## config.mk

```make
export PLATFORM = sky130hd
export DESIGN_NAME = mux_tree_pipe
export DESIGN_NICKNAME = d
export VERILOG_FILES = /design/src/rtl/mux_tree_pipe.sv
export SDC_FILE = /design/constraint.sdc
export NUM_CORES = 1
export LEC_CHECK = 0
export CELL_PAD_IN_SITES_DETAIL_PLACEMENT = 1
export CELL_PAD_IN_SITES_GLOBAL_PLACEMENT = 1
export CORE_MARGIN = 3
export CORE_UTILIZATION = 40
export CTS_CLUSTER_SIZE = 24
export DETAILED_ROUTE_END_ITERATION = 10
export PLACE_DENSITY = 0.95
export SKIP_CTS_REPAIR_TIMING = 1
export SYNTH_ARGS = -nofsm -noshare
export SYNTH_HDL_FRONTEND = slang
export SYNTH_SLANG_ARGS = --single-unit
export TNS_END_PERCENT = 100
```

## constraint.sdc

```tcl
create_clock -name clk -period 3.9 [get_ports clk]
set_input_delay 0.585 -clock clk [delete_from_list [all_inputs] [get_ports clk]]
set_output_delay 0.585 -clock clk [all_outputs]
set_load 0.01 [all_outputs]
```

## src/rtl/mux_tree_pipe.sv

```systemverilog
// Pipelined N_IN:1 bus multiplexer tree; one 2:1 level per register stage, sel echoed on the output.
// Latency LEVELS = log2(N_IN) cycles from input transfer to out_valid; one transfer per cycle sustained.
// Backpressure ripples combinationally from out_ready to in_ready; empty stages always load (bubbles collapse).
module mux_tree_pipe #(
    parameter  int WIDTH  = 8,
    parameter  int N_IN   = 8,
    localparam int LEVELS = $clog2(N_IN),
    localparam int SEL_W  = LEVELS
) (
    input  logic                    clk,
    input  logic                    rst,
    input  logic [N_IN*WIDTH-1:0]   in_data,
    input  logic [SEL_W-1:0]        in_sel,
    input  logic                    in_valid,
    output logic                    in_ready,
    output logic [WIDTH-1:0]        out_data,
    output logic [SEL_W-1:0]        out_sel,
    output logic                    out_valid,
    input  logic                    out_ready
);

    // Every level of the tree, including the combinational input level 0, is
    // viewed as one flat lane array. Level l starts at lane lvl_off(l) and has
    // N_IN>>l lanes; levels 1..LEVELS are the registered stages.
    localparam int TREE_LANES = 2 * N_IN - 1;

    if (N_IN < 2 || (N_IN & (N_IN - 1)) != 0) begin : g_bad_fan_in
        $error("mux_tree_pipe: N_IN must be a power of two and at least 2");
    end

    function automatic int lvl_off(input int l);
        return 2 * N_IN - 2 * (N_IN >> l);
    endfunction

    // Registered lanes of levels 1..LEVELS, packed back to back (N_IN-1 lanes).
    logic [(N_IN-1)*WIDTH-1:0]  stage_q;
    logic [(N_IN-1)*WIDTH-1:0]  stage_d;
    logic [SEL_W-1:0]           sel_q [1:LEVELS];
    logic [LEVELS:1]            vld_q;
    logic [LEVELS:1]            adv;
    logic                       adv_run;

    // Level 0 (the input) followed by the registered levels.
    logic [TREE_LANES*WIDTH-1:0] tree;
    logic [SEL_W-1:0]            sel_chain [0:LEVELS];
    logic [LEVELS:0]             vld_chain;

    assign tree      = {stage_q, in_data};
    assign vld_chain = {vld_q, in_valid};

    // Gather each stage's copy of sel, with the raw input as level 0.
    always_comb begin
        sel_chain[0] = in_sel;
        for (int l = 1; l <= LEVELS; l++) begin
            sel_chain[l] = sel_q[l];
        end
    end

    // Advance enables: a stage may load if the stage after it moves or it is empty.
    always_comb begin
        adv     = '0;
        adv_run = out_ready || !vld_q[LEVELS];
        adv[LEVELS] = adv_run;
        for (int l = LEVELS - 1; l >= 1; l--) begin
            adv_run = adv_run || !vld_q[l];
            adv[l]  = adv_run;
        end
    end

    // 2:1 selection per level: lane j of level l picks lane 2j or 2j+1 of level l-1
    // using bit l-1 of the sel copy that travels with the previous level.
    always_comb begin
        stage_d = '0;
        for (int l = 1; l <= LEVELS; l++) begin
            for (int j = 0; j < N_IN / 2; j++) begin
                if (j < (N_IN >> l)) begin
                    stage_d[(lvl_off(l) - N_IN + j)*WIDTH +: WIDTH] =
                        tree[(lvl_off(l-1) + 2*j + int'(sel_chain[l-1][l-1]))*WIDTH +: WIDTH];
                end
            end
        end
    end

    // Stage registers: each level loads from the previous one only when it advances.
    always_ff @(posedge clk) begin
        if (rst) begin
            stage_q <= '0;
            vld_q   <= '0;
            for (int l = 1; l <= LEVELS; l++) begin
                sel_q[l] <= '0;
            end
        end else begin
            for (int l = 1; l <= LEVELS; l++) begin
                if (adv[l]) begin
                    vld_q[l] <= vld_chain[l-1];
                    sel_q[l] <= sel_chain[l-1];
                    for (int j = 0; j < N_IN / 2; j++) begin
                        if (j < (N_IN >> l)) begin
                            stage_q[(lvl_off(l) - N_IN + j)*WIDTH +: WIDTH] <=
                                stage_d[(lvl_off(l) - N_IN + j)*WIDTH +: WIDTH];
                        end
                    end
                end
            end
        end
    end

    // The last lane of the tree is the single output lane of level LEVELS.
    assign out_data  = tree[(TREE_LANES-1)*WIDTH +: WIDTH];
    assign out_sel   = sel_chain[LEVELS];
    assign out_valid = vld_chain[LEVELS];
    assign in_ready  = adv[1];

endmodule

```

# --- Word level (Yosys, flattened, before mapping) ---
# Memories as Yosys holds them, arrays and structs flattened.
# Index checks and enable logic that the tools add are counted.
classes:
  add_sub_neg: 6
  n_reduce_logical: 6
  n_shift: 7
  bitwise: 3
  muxes: 14
ops:
  columns: ["op", "count"]
  rows:
  - ["120-bit by 9-bit variable part select with 8-bit output", 3]
  - ["120-bit by 8-bit variable part select with 8-bit output", 2]
  - ["120-bit by 5-bit variable part select with 8-bit output", 1]
  - ["120-bit by 7-bit variable part select with 8-bit output", 1]
  - ["4-bit by 1-bit adder with 5-bit output, first input constant", 3]
  - ["1-bit two-way mux", 11]
  - ["3-bit two-way mux", 3]
  - ["3-bit by 1-bit adder with 4-bit output, first input constant", 2]
  - ["2-bit by 1-bit adder with 3-bit output, first input constant", 1]
  - ["1-bit logical NOT", 3]
  - ["1-bit logical OR", 3]
  - ["1-bit OR", 3]
totals:
  ff_bits: 59
  ram_bits: 9
  out_inout_bits: 13
  n_memories: 1
memory_table:
  columns: ["memory", "words", "width", "rd", "rd_ports_with_merged_regs", "wr", "line", "source"]
  rows:
  - ["sel_q", 3, 3, 3, 0, 3, "38", "logic [SEL_W-1:0] sel_q [1:LEVELS];"]

# --- Depth between registers and ports, before layout ---
# Gate-level depths: netlist of the first run.
depth:
  word_depth: 8
  ltp_mapped: 6
  mapped_depth_nobuf: 3

# --- Least setup slack after synthesis of the first run ---
# No wires, ideal clock.
synth_path:
  path_kind: "input-to-reg"
  startpoint: "in out_ready"
  endpoint: "reg sel_q[0][3] (netlist name)"
  cell_stages: 6
  slack_ns: 2.177
  arrival_ns: 1.474
  path_buffers: 3
  required_ns: 3.651
  cell_sequence: "nor4bb_1 buf_4 and2_4 buf_6 buf_6 inv_1"
synth_lines:
  columns: ["element", "line", "source"]
  rows:
  - ["start, declared", "19", "input logic out_ready"]

# --- Worst setup path after layout of the first run ---
layout_path:
  startpoint: "in out_ready"
  endpoint: "out in_ready"
layout_via:
  elab_chain_cells: 3
layout_lines:
  columns: ["element", "line", "source"]
  rows:
  - ["1-bit logical OR", "62", "adv_run = out_ready || !vld_q[LEVELS];"]
  - ["1-bit logical OR (2 in series)", "65", "adv_run = adv_run || !vld_q[l];"]
  - ["end, declared", "15", "output logic in_ready,"]
# No other way between the ends.

==> impl_summary.txt, run 1 <==
----------------------------------------------------
[Outcome]
  Run status ... completed

[Routing]
  Final wirelength ... 7650 um
  Violation count after the first detailed-route iteration ... 65
  Residual antenna-violating net count after detailed routing ... 0
  DRC violation count after routing ... 0
  Avg WL per Cell ... 17.6 um
  Initial DRT Pass Iterations ... 4
  Via count ... 2231
  Via density ... 5.14

[Place]
  HPWL reported at the end of detailed placement ... 5410 um
  Placer congestion estimate ... 0.762
  Setup slack after placement ... between 0.9 and 1 ns
  Count of buffers from port buffering ... 83

[CTS]
  Total clock buffers created by CTS ... 9
  Worst-path clk slew ... 0.06 ns
  Bufs on Longest Clock Path ... 2
  CTS tree ... done
  Root buffer cell ... clkbuf_8
  Latest clock arrival within the worst-skew pair ... 0.35 ns
  CTS H-tree depth ... 3
  Number of clock sinks ... 68

[Power]
  Leakage power summed over all cells ... between 1.5 and 2 nW
  Power per unit of standard cell area ... around 400 mW/mm^2
  Peak ir drop on the vdd network ... 0.178 mV
  Post-layout power ... 0.00157 W

[Job]
  Max Cap Violations ... 0

[Worst setup path]
  Critical path endpoint ... in_ready
  Required arrival time at the worst endpoint ... 3.31 ns
  Worst setup path start ... out_ready
  Depth of the worst register-to-register path ... 3
  Critical path fanouts, max ... 7
  Worst-case register-to-register setup slack ... 1.82 ns
  Critical path start-end classification ... in -> out
  Endpoint of the most critical register-to-register path ... sel_q[0][4]
  Kind of launch point of the worst setup path ... input pin
  Critical Path Sink Type ... output pin
  Data arrival time at the worst-slack endpoint ... 2.14 ns
  Startpoint of the worst-slack reg-to-reg timing path ... vld_q[3]

[GRT]
  Total Routing Usage GR ... 19.1%
  Antenna violations before repair ... 0
  Pin count of the biggest net entering global routing ... 36
  Vias in the first global route ... approximately 2400
  GRT overflow ... 0
  First-pass GRT wire length ... 12500 um

[Die]
  Width of the die ... approximately 93 um
  Die extent in y ... 92.9 um
  Core Area ... 0.00729 mm^2
  Total die area ... 0.00863 mm^2
  Top-Level Pins ... 84
  Total number of placement rows ... 31
  Initial core utilization ... between 40% and 50%

[Logic synthesis]
  Average cell area after synthesis ... 11.3 um^2
  Cell area after synthesis ... 0.00302 mm^2
  Post-synth net total ... 339
  Post-synthesis instance total ... 268
  Number of different library cells in the post-synthesis netlist ... 24
  Sequential share of the synthesized area ... 48.0%
  Number of storage elements in the synthesis netlist ... 68
  Warnings from Yosys ... 0

[Timing]
  Min setup slack post-route ... 1.17 ns
  Setup-failing EPs final ... 0
  Aggregate negative setup slack ... 0 ns
  Transition at the pin with the smallest max-transition slack ... between 0.9 and 1 ns
  Maximum frequency from static timing analysis ... 366 MHz
  Count of final hold-check violations ... 0
  Worst clock skew ... just under 0.01 ns
  Tmin final ... around 2.7 ns
  Slew margin rel. ... 34.0%
  Fin. max-slew vios ... 0
  Part of the cycle the worst path needs ... a little over two thirds
  Setup repair after global routing missed its margin ... false

[Final layout]
  Fraction of final layout cells sized beyond drive strength 1 ... 11.0%
  Most frequent standard cell in the layout excluding fill and tap cells ... clkdlybuf4s50_1
  Number of inserted diodes ... 0
  Layout Utilization ... 54.4%
  Net count, final ... 402
  Commonest non-fill, non-tap cells in the layout ... 82 x clkdlybuf4s50_1, 59 x dfxtp_1, 56 x mux2i_1, 19 x o2bb2ai_2, 18 x nor2_1
  Area growth, synth to finish ... 31.3%

[Hold path]
  Hold crit path type ... reg -> reg
  HP Start ... stage_q[39]

----------------------------------------------------
==> power by group <==
group	switching (W)	total (W)	internal, W	leakage, nW
Sequential	0.0000338	0.000784	0.000751	0.595
Clock	0.000252	0.000597	0.000345	0.103
Combinational	0.0000714	0.000186	0.000115	0.828
Total	0.000357	0.00157	0.00121	1.53
==> registers in the layout, indices dropped and copies added (netlist names) <==
name / cells
sel_q: 9
stage_q: 56
vld_q: 3
==> per-layer routing <==
| metal | routed length (um) | share of wire [%] | GRT usage [%] | up-vias |
|---|---|---|---|---|
| met5 | 0 | 0 | 0 | - |
| met4 | 294 | 3.8 | 8.91 | 0 |
| met1 | 3010 | 39 | 20.9 | 1063 |
| met3 | 408 | 5.3 | 6.26 | 23 |
| met2 | 3940 | 51 | 33.1 | 77 |
| li1 | - | - | - | 1068 |
==> synth_stat cells <==
library cell	n	area share [%]
o21ai_0	16	2.7
inv_1	9	1.1
buf_4	17	4.2
nor2b_1	1	0.21
mux2i_1	56	19
edfxtp_1	9	8.9
nand3_1	1	0.17
nor2_1	18	2.2
a21oi_1	2	0.33
nand2b_1	2	0.41
clkbuf_2	1	0.17
nor4bb_1	1	0.33
dfxtp_1	59	39
and2_4	1	0.29
o2bb2ai_1	13	3.8
clkbuf_1	5	0.62
a21o_1	1	0.25
a211oi_1	8	2.0
a31o_2	1	0.29
buf_2	5	0.83
and2_1	3	0.62
nand2_1	16	2.0
buf_6	4	1.5
o2bb2ai_2	19	9.4
==> worst min-delay path by stage <==
| stage | depth (start not counted) | slack [ns] | to |
|---|---|---|---|
| floorplan | 2 | 0.42 | stage_q[32] |
| global placement | 2 | 0.44 | stage_q[39] |
| detailed placement | 1 | 0.45 | stage_q[31] |
| CTS | 1 | 0.47 | stage_q[22] |
| global route | 1 | 0.48 | stage_q[6] |
| finish | 2 | 0.46 | stage_q[39] |
==> layout make-up <==
class	instances	area (um^2)
fill	784	3330
sequential	68	1450
multi-input combinational	159	1320
timing repair buffer	84	833
clock buffer	14	173
tap	99	124
inverter	9	33.8
clock inverter	1	30.0
==> metrics by stage <==
step | hold WS (ns) | std cells | instance area (um^2)
global route | 0.481 | 434 | 3970
detailed placement | 0.447 | 419 | 3760
global placement | 0.437 | 419 | 3760
floorplan | 0.424 | 268 | 3020
CTS | 0.472 | 434 | 3970
finish | 0.464 | 434 | 3970
==> cell families (layout without fill, tap and decap cells) <==
kind of cell	count (synthesis)	count (layout)	synth area share [%]
simple gates	43	43	6.25
buf+inv	41	108	8.45
flops	68	68	48.0
mux	56	56	18.6
compound gates	60	60	18.7
==> worst max-delay path, stage by stage <==
cell and delay [ns]:
clkdlybuf4s50_1 0.46, nor2b_1 0.41, nand3_1 0.18, clkdlybuf4s50_1 0.52
(Power assumes the default switching activity.)
==> run 2: changes to the inputs <==
--- a/config.mk
+++ b/config.mk
@@ -8,10 +8,10 @@
 export CELL_PAD_IN_SITES_DETAIL_PLACEMENT = 1
 export CELL_PAD_IN_SITES_GLOBAL_PLACEMENT = 1
 export CORE_MARGIN = 3
-export CORE_UTILIZATION = 40
+export CORE_UTILIZATION = 33
 export CTS_CLUSTER_SIZE = 24
 export DETAILED_ROUTE_END_ITERATION = 10
-export PLACE_DENSITY = 0.95
+export PLACE_DENSITY = 0.85
 export SKIP_CTS_REPAIR_TIMING = 1
 export SYNTH_ARGS = -nofsm -noshare
 export SYNTH_HDL_FRONTEND = slang
==> constraint.sdc (replaced) <==
create_clock -name clk -period 2.2 [get_ports clk]
set_input_delay 0.33 -clock clk [delete_from_list [all_inputs] [get_ports clk]]
set_output_delay 0.33 -clock clk [all_outputs]
set_load 0.01 [all_outputs]
==> run 2 against run 1 <==
- non-clock buffer count increased by 7
- hold slack got worse by 0.0039 ns
- final cell count increased by 3.7%
- largest cell class unchanged
- clock power increased by 78%
- clock skew decreased by 0.0028 ns
- sequential share of layout area decreased by 0.80 points
- count of clock-buffer cells in the layout unchanged
==> impl_summary.txt, run 2 (synthesized netlist as in run 1, its figures left out) <==
----------------------------------------------------
[Power]
  Leakage power summed over all cells ... 1.57 nW (+2.8%)
  Power per unit of standard cell area ... 685 mW/mm^2 (+73%)
  Post-layout power ... 0.00278 W (+77%)
  Peak ir drop on the vdd network ... 0.264 mV (+49%)

[Final layout]
  Most frequent standard cell in the layout excluding fill and tap cells ... clkdlybuf4s50_1
  Number of inserted diodes ... 0 (unchanged)
  Area growth, synth to finish ... 34.2%
  Count of fill cells added during filler insertion ... 962 (+23%)
  Registers with the highest flip-flop counts ... stage_q (56), sel_q (9), vld_q (3)
  Net count, final ... 409 (+1.7%)
  Fraction of final layout cells sized beyond drive strength 1 ... 12.9% (+1.8 points)
  Most flops, register ... stage_q
  Commonest non-fill, non-tap cells in the layout ... 82 x clkdlybuf4s50_1, 59 x dfxtp_1, 56 x mux2i_1, 19 x o2bb2ai_2, 18 x nor2_1
  Max FFs per register ... 56 (unchanged)

[Routing]
  DRC violation count after routing ... 0 (unchanged)
  Via density ... 4.83 (-6.1%)
  Residual antenna-violating net count after detailed routing ... 0 (unchanged)
  Final wirelength ... 7020 um (-8.3%)
  Avg WL per Cell ... 15.6 um (-12%)
  Initial DRT Pass Iterations ... 4 (unchanged)
  Via count ... 2173 (-2.6%)
  Violation count after the first detailed-route iteration ... 59 (-9.2%)

[Hold path]
  HP Start ... stage_q[41]
  Hold crit path type ... reg -> reg

[CTS]
  Number of clock sinks ... 68 (unchanged)
  Root buffer cell ... clkbuf_8
  Bufs on Longest Clock Path ... 2 (unchanged)
  CTS tree ... done
  Latest clock arrival within the worst-skew pair ... 0.34 ns (about the same)
  CTS H-tree depth ... 3 (unchanged)
  Worst-path clk slew ... 0.07 ns (about the same)
  Total clock buffers created by CTS ... 9 (unchanged)

[Die]
  Width of the die ... 102 um (+9.4%)
  Initial core utilization ... 34.3% (-7.1 points)
  Core Area ... 0.00881 mm^2 (+21%)
  Top-Level Pins ... 84 (unchanged)
  Total die area ... 0.0103 mm^2 (+20%)
  Die extent in y ... 102 um (+9.4%)
  Total number of placement rows ... 34 (+9.7%)

[Timing]
  Setup-failing EPs final ... 0 (unchanged)
  Maximum frequency from static timing analysis ... 531 MHz
  Tmin final ... about 1.9 ns
  Worst clock skew ... 0.00714 ns (-0.00279 ns)
  Aggregate negative setup slack ... 0 ns (unchanged)
  Fin. max-slew vios ... 0 (unchanged)
  Transition at the pin with the smallest max-transition slack ... 0.552 ns (-0.438 ns)
  Count of final hold-check violations ... 0 (unchanged)
  Setup repair after global routing missed its margin ... false
  Part of the cycle the worst path needs ... 85.6%
  Slew margin rel. ... 63.2% (+29 points)

[Worst setup path]
  Critical Path Sink Type ... output pin
  Data arrival time at the worst-slack endpoint ... 1.55 ns (-0.59 ns)
  Required arrival time at the worst endpoint ... 1.87 ns (-1.44 ns)
  Critical path start-end classification ... in -> out
  CP bufs+invs ... 2 (unchanged)
  Critical path fanouts, max ... 3 (-4)
  Largest delay share family, worst path ... buffers and inverters
  Slowest library cell on the worst path ... clkdlybuf4s50_1
  Largest incremental delay on the critical path ... 0.49 ns (-0.03 ns)
  Cells along the critical path ... clkdlybuf4s50_1 > nor2b_1 > nand3_1 > clkdlybuf4s50_1
  Cell repeated most along the worst path ... clkdlybuf4s50_1
  Startpoint of the worst-slack reg-to-reg timing path ... vld_q[3]
  Worst setup path start ... out_ready
  Kind of launch point of the worst setup path ... input pin

[Outcome]
  Run status ... completed

[Place]
  Placer congestion estimate ... 0.736 (-3.4%)
  Count of buffers from port buffering ... 83 (unchanged)
  HPWL reported at the end of detailed placement ... 5260 um (-2.8%)

[GRT]
  Pin count of the biggest net entering global routing ... 34 (-5.6%)
  First-pass GRT wire length ... 11200 um (-10%)
  Total Routing Usage GR ... 14.1% (-5.0 points)
  GRT overflow ... 0 (unchanged)
  Vias in the first global route ... 2245 (-7.8%)
  Antenna violations before repair ... 0 (unchanged)

[Job]
  Max Cap Violations ... 0 (unchanged)

----------------------------------------------------
[run 2: where the power goes]
part	total (W)	leakage [nW]	switching (W)	internal, W
combinational	0.000341	0.871	0.000131	0.000210
clock	0.00106	0.103	0.000443	0.000612
sequential	0.00138	0.595	0.0000508	0.00133
total	0.00278	1.57	0.000625	0.00215
[run 2: stage by stage]
| step | utilization [%] | setup WS [ns] | area, um^2 | std cells | hold slack (ns) |
|---|---|---|---|---|---|
| 2_1_floorplan | - | 0.658 | 3020 | 268 | 0.403 |
| 3_3_place_gp | 43.7 | 0.312 | 3850 | 435 | 0.437 |
| 3_5_place_dp | 43.7 | 0.270 | 3850 | 435 | 0.448 |
| 4_1_cts | 46.1 | 0.314 | 4060 | 450 | 0.465 |
| 5_1_grt | 46.1 | 0.216 | 4060 | 450 | 0.487 |
| 6_report | 46.1 | 0.317 | 4060 | 450 | 0.460 |
[run 2: final cells by class]
| class | instances | area [um^2] | area share (%) |
|---|---|---|---|
| clock inverter | 1 | 30.0 | 0.741 |
| tap | 108 | 135 | 3.33 |
| timing repair buffer | 91 | 911 | 22.5 |
| clock buffer | 14 | 173 | 4.26 |
| sequential | 68 | 1450 | 35.8 |
| inverter | 9 | 33.8 | 0.833 |
| multi-input combinational | 159 | 1320 | 32.6 |
[run 2: path summary, 6_finish.rpt]
path              cells after the start          end  slack (ns)
setup / recovery                      4     in_ready        0.32
hold / removal                        2  stage_q[41]        0.46
setup reg to reg                      5  stage_q[31]        0.66
hold reg to reg                       2  stage_q[41]        0.46
[run 2: worst min-delay path, cell delays in order, from the launching register on]
cell	delay, ns
dfxtp_1	0.33
nand2_1	0.05
o21ai_0	0.05
[run 2: layer usage]
layer  vias up  wire length (um)  track usage, %
li1       1088                 -               -
met1      1021              3230            17.7
met2        58              3370            22.9
met3         6               344            5.10
met4         0                68            3.68
met5         -                 0               0
